## src/rtl/regfile_dump.sv

```systemverilog
// Streams a sync header followed by registers x00..x(N_REGS-1), LSB-first, over a
// valid/ready byte channel by walking one read port of the register file.
module regfile_dump #(
  parameter int          N_REGS = 32,
  parameter logic [7:0]  HEADER = 8'hA5
) (
  input  logic        clk,
  input  logic        rst,
  input  logic        start,
  output logic        busy,
  output logic        done,
  output logic [4:0]  rd_addr,
  input  logic [31:0] rd_data,
  output logic [7:0]  tx_data,
  output logic        tx_valid,
  input  logic        tx_ready
);

  localparam logic [4:0] LAST_ADDR = 5'(N_REGS - 1);

  typedef enum logic [2:0] {
    S_IDLE,
    S_HDR,
    S_LOAD,
    S_SEND,
    S_DONE
  } state_t;

  state_t      state_q, state_d;
  logic [4:0]  rd_addr_q, rd_addr_d;
  logic [31:0] snap_q, snap_d;
  logic [1:0]  idx_q, idx_d;
  logic        hs;

  always_ff @(posedge clk) begin
    if (!rst) begin
      state_q   <= S_IDLE;
      rd_addr_q <= 5'd0;
      snap_q    <= 32'd0;
      idx_q     <= 2'd0;
    end else begin
      state_q   <= state_d;
      rd_addr_q <= rd_addr_d;
      snap_q    <= snap_d;
      idx_q     <= idx_d;
    end
  end

  // tx_valid and tx_data are pure functions of registered state, so they hold
  // steady under backpressure and never depend on tx_ready.
  always_comb begin
    state_d   = state_q;
    rd_addr_d = rd_addr_q;
    snap_d    = snap_q;
    idx_d     = idx_q;
    tx_valid  = 1'b0;
    tx_data   = 8'h00;
    busy      = 1'b1;
    done      = 1'b0;
    hs        = tx_ready;

    case (state_q)
      S_IDLE: begin
        busy = 1'b0;
        if (start) begin
          state_d   = S_HDR;
          rd_addr_d = 5'd0;
        end
      end
      S_HDR: begin
        tx_valid = 1'b1;
        tx_data  = HEADER;
        if (hs) state_d = S_LOAD;
      end
      S_LOAD: begin
        snap_d  = rd_data;
        idx_d   = 2'd0;
        state_d = S_SEND;
      end
      S_SEND: begin
        tx_valid = 1'b1;
        tx_data  = snap_q[{idx_q, 3'b000} +: 8];
        if (hs) begin
          if (idx_q != 2'd3) begin
            idx_d = idx_q + 2'd1;
          end else if (rd_addr_q == LAST_ADDR) begin
            state_d = S_DONE;
          end else begin
            rd_addr_d = rd_addr_q + 5'd1;
            state_d   = S_LOAD;
          end
        end
      end
      S_DONE: begin
        done    = 1'b1;
        state_d = S_IDLE;
      end
      default: begin
        busy    = 1'b0;
        state_d = S_IDLE;
      end
    endcase
  end

  assign rd_addr = rd_addr_q;

endmodule

```

## config.mk

```make
export PLATFORM = sky130hd
export DESIGN_NAME = regfile_dump
export DESIGN_NICKNAME = d
export VERILOG_FILES = /design/src/rtl/regfile_dump.sv
export SDC_FILE = /design/constraint.sdc
export NUM_CORES = 1
export LEC_CHECK = 0
export BUFFER_PORTS_ARGS = -buffer_cell sky130_fd_sc_hd__buf_2
export CORE_ASPECT_RATIO = 0.9
export CORE_MARGIN = 4
export CORE_UTILIZATION = 48
export CTS_BUF_LIST = sky130_fd_sc_hd__clkbuf_4 sky130_fd_sc_hd__clkbuf_8 sky130_fd_sc_hd__clkbuf_16
export CTS_CLUSTER_DIAMETER = 100
export DETAILED_ROUTE_END_ITERATION = 12
export PLACE_DENSITY = 0.76
export SLEW_MARGIN = 20
export SYNTH_ARGS = -nofsm -noshare
export SYNTH_HDL_FRONTEND = slang
export SYNTH_SLANG_ARGS = --single-unit
```

## constraint.sdc

```tcl
create_clock -name clk -period 2 [get_ports clk]
set_input_delay 0.4 -clock clk [delete_from_list [all_inputs] [get_ports clk]]
set_output_delay 0.4 -clock clk [all_outputs]
set_load 0.005 [all_outputs]
```

==> out/qor.txt, run 1 <==
Final Cycle Share - 98.4%
DR vias - 1743
DP Area - 0.00232 mm^2
number of global-route vias before repair - 1707
TritonCTS clock tree - built
Synth area leader - dfxtp_1
Die X-Extent - 76.0 um
Final Setup Violations - 0
IO Count - 52
RePlAce Congestion - 0.739
maximum vdd drop - 0.000472 V
Pins Over Slew Limit - 0
uppermost routed layer - met4
ys async rst share - 0%
met2 wire length - 2.27 mm
met1 WL - 2.16 mm
CP arrival - 1570 ps
I/O Buffers - 51
TritonRoute pass-1 iters - 4
Synth top area share - 42.1%
remaining antenna violation count after routing - 0
#FFs+latches synth - 42
Remaining DRCs - 0
Seq/Total Area, Yosys - 42.1%
die area - 0.00526 mm^2
NumNets Final - 327
DR WL/cell - 14.0 um
max-cap violations - 0
share of cells above drive strength 1 - 31.8%
Hold WC Path Type - primary input to flip-flop
Req. time, crit path - 1600 ps
Cells after Synth - 233
Synth Area per Inst - 8.57 um^2
Total Wirelength - 4.70 mm
EDFF count, synth - 0
first-pass GRT wire length - 8.00 mm
Reg2Reg Setup Slack - 220 ps
status - completed
Worst slew margin - 71.2%
CTS root buf - clkbuf_8
RSZ-0062 raised after global routing - yes
hpwl dp - 3.23 mm
Warnings, synthesis - 0
Leak Pwr - 1.00 nW
clk buf depth - 2
gr usage total - 18.7%
Area contributors post-synth - dfxtp_1 42%, nand2_1 14%, a21boi_1 12%, mux4_2 9.0%, buf_2 2.3%
clock skew - 10.8 ps
final hold vios - 0
n_diodes - 0
Die Span Y - 69.2 um
fin area - 0.00250 mm^2
worst slew pin tran - 431 ps
reg2reg end - idx_q[0]
Syn-to-layout area delta - 25.3%
Clock Latency Late Sink - 310 ps
DR iter-0 viols - 113
hold_ws - 316 ps
CP startpoint - idx_q[0]
clock-pin slew on the worst setup and hold paths - 90 ps
r2r worst-path depth - 7
CP max FO - 3
crit path to - tx_data[1]
met3 wire length - 194 um
Synth cell types - 31
most common cell in the netlist - nand2_1
CORE AREA - 0.00386 mm^2
CTS sink cnt - 42
Initial Utilization - 51.7%
initial antenna violation count - 0
CP Launch Type - flip-flop
net count after synthesis - 272
GRT Residual Overflow - 0
CTS H-Tree Depth - 2
Mapped Area - 0.00200 mm^2
critical path type - flip-flop to output pin
largest net degree at the start of global routing - 35
via/cell ratio - 5.20
CTS buffer count - 5
Site Rows - 21
Crit. End Element - output pin
pwr dens - 709 mW/mm^2
most common library cells after synthesis - 76 x nand2_1, 42 x dfxtp_1, 33 x a21boi_1
minimum clock period - 1970 ps
ys flop type - dfxtp_1
Fmax - 508 MHz
worst r2r src - idx_q[0]
==> routing by layer <==
layer	track usage, %	vias to the layer above
met1	24.0	808
li1	-	895
met4	7.71	0
met2	29.8	32
met3	4.68	8
met5	0	-
==> cells in the final DEF (no fill, tap or decap), types with 2 or more instances in the layout <==
cell type   Yosys  layout
a21boi_1       33      33
a21oi_1         5       2
a21oi_2         0       3
and3_1          4       4
buf_2           9      51
buf_4           1      11
clkbuf_8        0       5
clkinvlp_4      0       2
dfxtp_1        42      40
ha_1            3       3
inv_1           6       3
inv_2           0       3
mux2i_1         2       2
mux4_2          8       8
nand2_1        76      76
nand2b_1        2       2
nand3_1         4       4
nand3b_1        2       2
nand4b_1        2       2
nor2_1          3       2
nor2b_1         6       5
nor3_1          5       5
o21ai_1         3       3
==> layout make-up <==
| class | count | area [um^2] |
|---|---|---|
| Inverter | 7 | 26.3 |
| Tap cell | 46 | 57.6 |
| Multi-Input combinational cell | 168 | 1080 |
| Clock inverter | 3 | 45.0 |
| Sequential cell | 42 | 846 |
| Clock buffer | 5 | 68.8 |
| Fill cell | 369 | 1360 |
| Timing Repair Buffer | 64 | 383 |
==> power by group <==
group / leakage (nW) / total [mW] / internal (mW) / switching, mW
Combinational: 0.609 / 0.222 / 0.107 / 0.115
Clock: 0.0504 / 0.672 / 0.371 / 0.301
Sequential: 0.342 / 0.882 / 0.865 / 0.0165
==> worst max-delay path, cell delays in order (launching register included) <==
cell,delay (ps)
dfxtp_4,380
clkbuf_16,140
mux4_2,470
nor2b_1,140
buf_2,140
==> registers in the layout, indices dropped and copies added (netlist names) <==
name and flops:
rd_addr 5, snap_q 32, state_q 3, idx_q 2
==> how the worst min path moves through the flow <==
stage | to | startpoint | cells after the start | slack (ps)
2_1_floorplan | snap_q[16] | snap_q[16] | 2 | 430
3_3_place_gp | snap_q[10] | snap_q[10] | 2 | 440
3_5_place_dp | snap_q[19] | snap_q[19] | 2 | 450
4_1_cts | snap_q[2] | rd_data[2] | 3 | 310
5_1_grt | snap_q[2] | rd_data[2] | 3 | 320
6_report | snap_q[2] | rd_data[2] | 3 | 320
==> repair_timing <==
item                                    4_1_cts  5_1_grt
pin swaps                                     0        1
cloned                                        0        1
resized for setup                             2        8
hold buffers                                  0        0
buffers inserted                              0        3
endpoints found under the setup margin        7        7
==> logic make-up after synthesis <==
kind of cell / after synthesis / synth area share, %
AOI/OAI and AO/OA: 47 / 16.7
xor gates and xnor gates: 1 / 0.439
adders and majority gates: 3 / 1.88
DFF: 42 / 42.1
buffers and inverters: 23 / 5.07
and+or+nand+nor: 107 / 23.8
muxes: 10 / 10.0
==> through the flow <==
stage / power (mW) / util [%] / instances / setup TNS (ps) / setup WS [ps]
after global routing: 1.86 / 64.8 / 335 / -111 / -21.2
after CTS: 1.78 / 63.0 / 331 / 0 / 0.217
final: 1.77 / 64.8 / 335 / 0 / 31.7
after floorplan: 1.03 / - / 233 / 0 / 411
after detailed placement: 1.11 / 60.0 / 323 / 0 / 273
after global placement: 1.11 / 60.0 / 323 / 0 / 294
No activity file was read; power rests on OpenSTA's default activity.
==> run 2: changes to the inputs <==
==> constraint.sdc (replaced) <==
create_clock -name clk -period 2 [get_ports clk]
set_input_delay 0.6 -clock clk [delete_from_list [all_inputs] [get_ports clk]]
set_output_delay 0.6 -clock clk [all_outputs]
set_load 0.005 [all_outputs]
==> out/qor.txt, run 2 (same netlist as run 1, synthesis figures left out) <==
Worst slew margin - 73.1%
max reg flops - 32
reg2reg end - rd_addr[1]
Final Instance Count excl. Fillers - 331
via/cell ratio - 5.11
critical path type - flip-flop to output pin
Final Cycle Share - 108%
hold_ws - 457 ps
Reg2Reg Setup Slack - 220 ps
Initial Utilization - 51.7%
share of cells above drive strength 1 - 30.2%
IO Count - 52
GRT Residual Overflow - 0
DR iter-0 viols - 93
CP arrival - 1570 ps
critical path depth in cells - 4
pwr dens - 717 mW/mm^2
clk buf depth - 2
cell family with most CP delay - multiplexers
remaining antenna violation count after routing - 0
CORE AREA - 0.00386 mm^2
commonest non-fill, non-tap cell in the layout - nand2_1
most frequent cells in the layout - 76 x nand2_1, 51 x buf_2, 41 x dfxtp_1
Pins Over Slew Limit - 0
Total Wirelength - 4.35 mm
Placed Cells - 321
die area - 0.00526 mm^2
CTS H-Tree Depth - 2
clock-pin slew on the worst setup and hold paths - 80 ps
Die Span Y - 69.2 um
Top reg by flops - snap_q
slowest cell on the critical path - mux4_2
Die X-Extent - 76.0 um
Req. time, crit path - 1400 ps
CP Launch Type - flip-flop
Leak Pwr - 0.984 nW
number of global-route vias before repair - 1636
final hold vios - 0
worst r2r src - rd_addr[0]
n_diodes - 0
I/O Buffers - 51
Crit. End Element - output pin
CP startpoint - idx_q[0]
RSZ-0062 raised after global routing - yes
TritonCTS clock tree - built
max-cap violations - 0
CP max stage delay - 490 ps
initial antenna violation count - 0
CTS sink cnt - 42
hpwl dp - 3.09 mm
maximum vdd drop - 0.000480 V
Hold WC Path Type - flip-flop to flip-flop
Remaining DRCs - 0
first-pass GRT wire length - 7.60 mm
minimum clock period - 2170 ps
gr usage total - 17.5%
Site Rows - 21
r2r worst-path depth - 6
CP Buf/Inv Count - 2
CTS buffer count - 5
Fmax - 461 MHz
Syn-to-layout area delta - 22.7%
RePlAce Congestion - 0.757
DR vias - 1690
worst slew pin tran - 403 ps
clock skew - 4.57 ps
CP max FO - 8
Final Setup Violations - 8
failing checks - negative setup slack
DR WL/cell - 13.1 um
Clock Latency Late Sink - 300 ps
Setup WS post-layout - -169 ps
status - finished with violations
TritonRoute pass-1 iters - 4
CTS root buf - clkbuf_8
NumNets Final - 323
crit path to - tx_data[6]
crit-path cells - buf_12, mux4_2, nor2b_1, buf_2
largest net degree at the start of global routing - 35
run 2: changes by cell type in the layout (fill, tap and decap cells not counted), sizes merged:
cell,delta
buf,-3
clkbuf,-1
clkinv,+2
clkinvlp,-2
run 2: what timing repair did:
item	in CTS	in global routing
cloned	0	0
pin swaps	3	0
buffers inserted	2	0
gates resized for setup	4	3
setup endpoints to repair	8	8
hold buffers	0	0
run 2: worst register-to-register path, cell delays in order, from the launching register on:
cell     delay (ps)
dfxtp_1         350
ha_1            240
and3_1          190
ha_1            200
nor3_2          320
a31o_2          240
mux2i_1         190
run 2: layer usage:
| layer | vias to the layer above | GRT usage (%) | wire [um] |
|---|---|---|---|
| li1 | 887 | - | - |
| met5 | - | 0 | 0 |
| met2 | 41 | 25.1 | 1860 |
| met3 | 7 | 4.68 | 247 |
| met1 | 755 | 24.6 | 2160 |
| met4 | 0 | 7.71 | 76 |
run 2: area by class of cell:
| cell class | instances | area (um^2) |
|---|---|---|
| clock buffer | 5 | 68.8 |
| clock inverter | 3 | 40.0 |
| fill | 352 | 1410 |
| inverter | 7 | 26.3 |
| multi-input combinational | 168 | 1070 |
| sequential | 42 | 842 |
| tap | 46 | 57.6 |
| timing repair buffer | 60 | 348 |
run 2: stage by stage:
| stage | setup WS [ps] | power, mW | setup TNS [ps] | area, um^2 | utilization [%] |
|---|---|---|---|---|---|
| after floorplan | 211 | 1.03 | 0 | 2000 | - |
| after global placement | 96.0 | 1.11 | 0 | 2310 | 59.9 |
| after detailed placement | 76.9 | 1.11 | 0 | 2310 | 59.9 |
| after CTS | -173 | 1.77 | -1190 | 2440 | 63.3 |
| after global routing | -223 | 1.84 | -1670 | 2450 | 63.5 |
| final | -169 | 1.76 | -1120 | 2450 | 63.5 |
run 2: how the worst min path moves through the flow:
| stage | start | endpoint | cells after the start |
|---|---|---|---|
| 2_1_floorplan | snap_q[16] | snap_q[16] | 2 |
| 3_3_place_gp | snap_q[1] | snap_q[1] | 2 |
| 3_5_place_dp | snap_q[18] | snap_q[18] | 2 |
| 4_1_cts | snap_q[24] | snap_q[24] | 2 |
| 5_1_grt | snap_q[23] | snap_q[23] | 2 |
| 6_report | snap_q[14] | snap_q[14] | 2 |
run 2: power breakdown:
group	leakage [nW]	total (mW)	switching, mW	internal, mW
Clock	0.0579	0.658	0.291	0.367
Combinational	0.586	0.216	0.112	0.104
Sequential	0.341	0.882	0.0161	0.866
==> run 3: changes to the inputs <==
--- a/config.mk
+++ b/config.mk
@@ -13,6 +13,7 @@
 export CTS_CLUSTER_DIAMETER = 100
 export DETAILED_ROUTE_END_ITERATION = 12
 export PLACE_DENSITY = 0.76
+export SETUP_SLACK_MARGIN = 0.2
 export SLEW_MARGIN = 20
 export SYNTH_ARGS = -nofsm -noshare
 export SYNTH_HDL_FRONTEND = slang
==> out/qor.txt, run 3 (same netlist as run 1, synthesis figures left out) <==
status - finished with violations
failing checks - negative setup slack
Final Setup Violations - 8
Pint - 1.34 mW
TritonCTS clock tree - built
initial antenna violation count - 0
DR vias - 1710
CTS sink cnt - 42
Die X-Extent - 76.0 um
Syn-to-layout area delta - 23.9%
RePlAce Congestion - 0.757
Post-CTS Hold Fix Bufs - 0
DP Area - 0.00231 mm^2
Crit. End Element - output pin
die area - 0.00526 mm^2
Hold WC Path Type - flip-flop to flip-flop
max reg flops - 32
sw frac - 23.9%
CP max stage delay - 490 ps
Initial Utilization - 51.7%
minimum clock period - 2170 ps
clock network fraction of total power - 37.3%
clock skew - 5.26 ps
Tot Pwr - 1.76 mW
commonest non-fill, non-tap cell in the layout - nand2_1
gr usage total - 17.5%
Fmax - 462 MHz
final hold vios - 0
largest net degree at the start of global routing - 35
worst slew pin tran - 399 ps
Req. time, crit path - 1400 ps
CORE AREA - 0.00386 mm^2
max-cap violations - 0
Setup WS post-layout - -165 ps
Final Cycle Share - 108%
GRT Residual Overflow - 0
clk buf depth - 2
clock-pin slew on the worst setup and hold paths - 80 ps
CP arrival - 1570 ps
Filler Cells Inserted - 347
n_diodes - 0
Gate power share - 12.6%
most frequent cells in the layout - 75 x nand2_1, 51 x buf_2, 41 x dfxtp_1
cell family with most CP delay - multiplexers
Die Span Y - 69.2 um
hpwl dp - 3.09 mm
fin area - 0.00247 mm^2
Pins Over Slew Limit - 0
CTS H-Tree Depth - 2
RSZ-0062 raised after global routing - yes
CP max FO - 8
IO Count - 52
DR WL/cell - 13.2 um
critical path type - flip-flop to output pin
share of cells above drive strength 1 - 30.9%
CTS root buf - clkbuf_8
slowest cell on the critical path - mux4_2
Remaining DRCs - 0
CP Launch Type - flip-flop
CP Buf/Inv Count - 2
remaining antenna violation count after routing - 0
Top reg by flops - snap_q
TritonRoute pass-1 iters - 4
Sequential Power Share - 50.1%
number of global-route vias before repair - 1632
DR iter-0 viols - 84
switching pwr - 0.422 mW
I/O Buffers - 51
Clock Latency Late Sink - 300 ps
pwr dens - 713 mW/mm^2
CTS buffer count - 5
NumNets Final - 323
Site Rows - 21
crit-path cells - buf_12, mux4_2, nor2b_1, buf_2
Leak Pwr - 0.993 nW
first-pass GRT wire length - 7.60 mm
via/cell ratio - 5.17
maximum vdd drop - 0.000480 V
Total Wirelength - 4.38 mm
Worst slew margin - 73.4%
-- run 3: changes by cell type in the layout (fill, tap and decap cells not counted) --
cell | before | now
buf_4 | 7 | 5
buf_6 | 0 | 2
a21oi_1 | 2 | 3
a21oi_2 | 3 | 2
nand2_1 | 76 | 75
nand2_4 | 0 | 1
nor2_1 | 2 | 1
nor2_4 | 0 | 1
nor3_1 | 5 | 4
nor3_2 | 1 | 2
-- run 3: cell type report --
| type | count | area (um^2) | share of cell area (%) |
|---|---|---|---|
| multi-input combinational | 168 | 1080 | 43.8 |
| inverter | 7 | 26.3 | 1.06 |
| sequential | 42 | 842 | 34.0 |
| clock buffer | 5 | 68.8 | 2.78 |
| tap | 46 | 57.6 | 2.33 |
| clock inverter | 3 | 40.0 | 1.62 |
| timing repair buffer | 60 | 355 | 14.4 |
-- run 3: path summary, 6_finish.rpt --
path / slack (ps) / startpoint / endpoint / cells after the start
max: -170 / idx_q[0] / tx_data[6] / 4
min: 460 / snap_q[14] / snap_q[14] / 2
max reg2reg: 210 / rd_addr[0] / rd_addr[1] / 6
min reg2reg: 460 / snap_q[14] / snap_q[14] / 2
-- run 3: layer usage --
| metal | up-vias | share of wire, % | global-route usage (%) |
|---|---|---|---|
| met4 | 0 | 1.7 | 7.71 |
| li1 | 890 | - | - |
| met2 | 46 | 43 | 25.1 |
| met5 | - | 0 | 0 |
| met3 | 7 | 6.1 | 4.68 |
| met1 | 767 | 49 | 24.6 |
-- run 3: power by group through the flow --
stage                     Clock, mW  Combinational [mW]  Sequential, mW
after floorplan                   0               0.129           0.898
final                         0.659               0.222           0.883
after detailed placement          0               0.210           0.902
after global routing          0.712               0.248           0.887
after global placement            0               0.207           0.901
after CTS                     0.677               0.219           0.882
-- run 3: worst register-to-register path, stage by stage, from the launching register on --
cell	delay, ps
dfxtp_1	350
ha_1	240
and3_1	190
ha_1	200
nor3_2	320
a31o_2	240
mux2i_1	190
-- run 3: per-stage QoR --
step	hold WS [ps]	util [%]	instances	worst slack, ps	TNS (ps)
after floorplan	432	-	233	211	0
after global placement	439	59.9	321	96.0	0
after detailed placement	445	59.9	321	76.9	0
after CTS	458	63.6	331	-173	-1160
after global routing	470	64.1	331	-223	-1620
final	457	64.1	331	-165	-1060
-- run 3: timing repair --
action	in CTS	in global routing
pin swaps	3	0
gates resized for setup	8	5
setup endpoints to repair	9	16
setup buffers	2	0
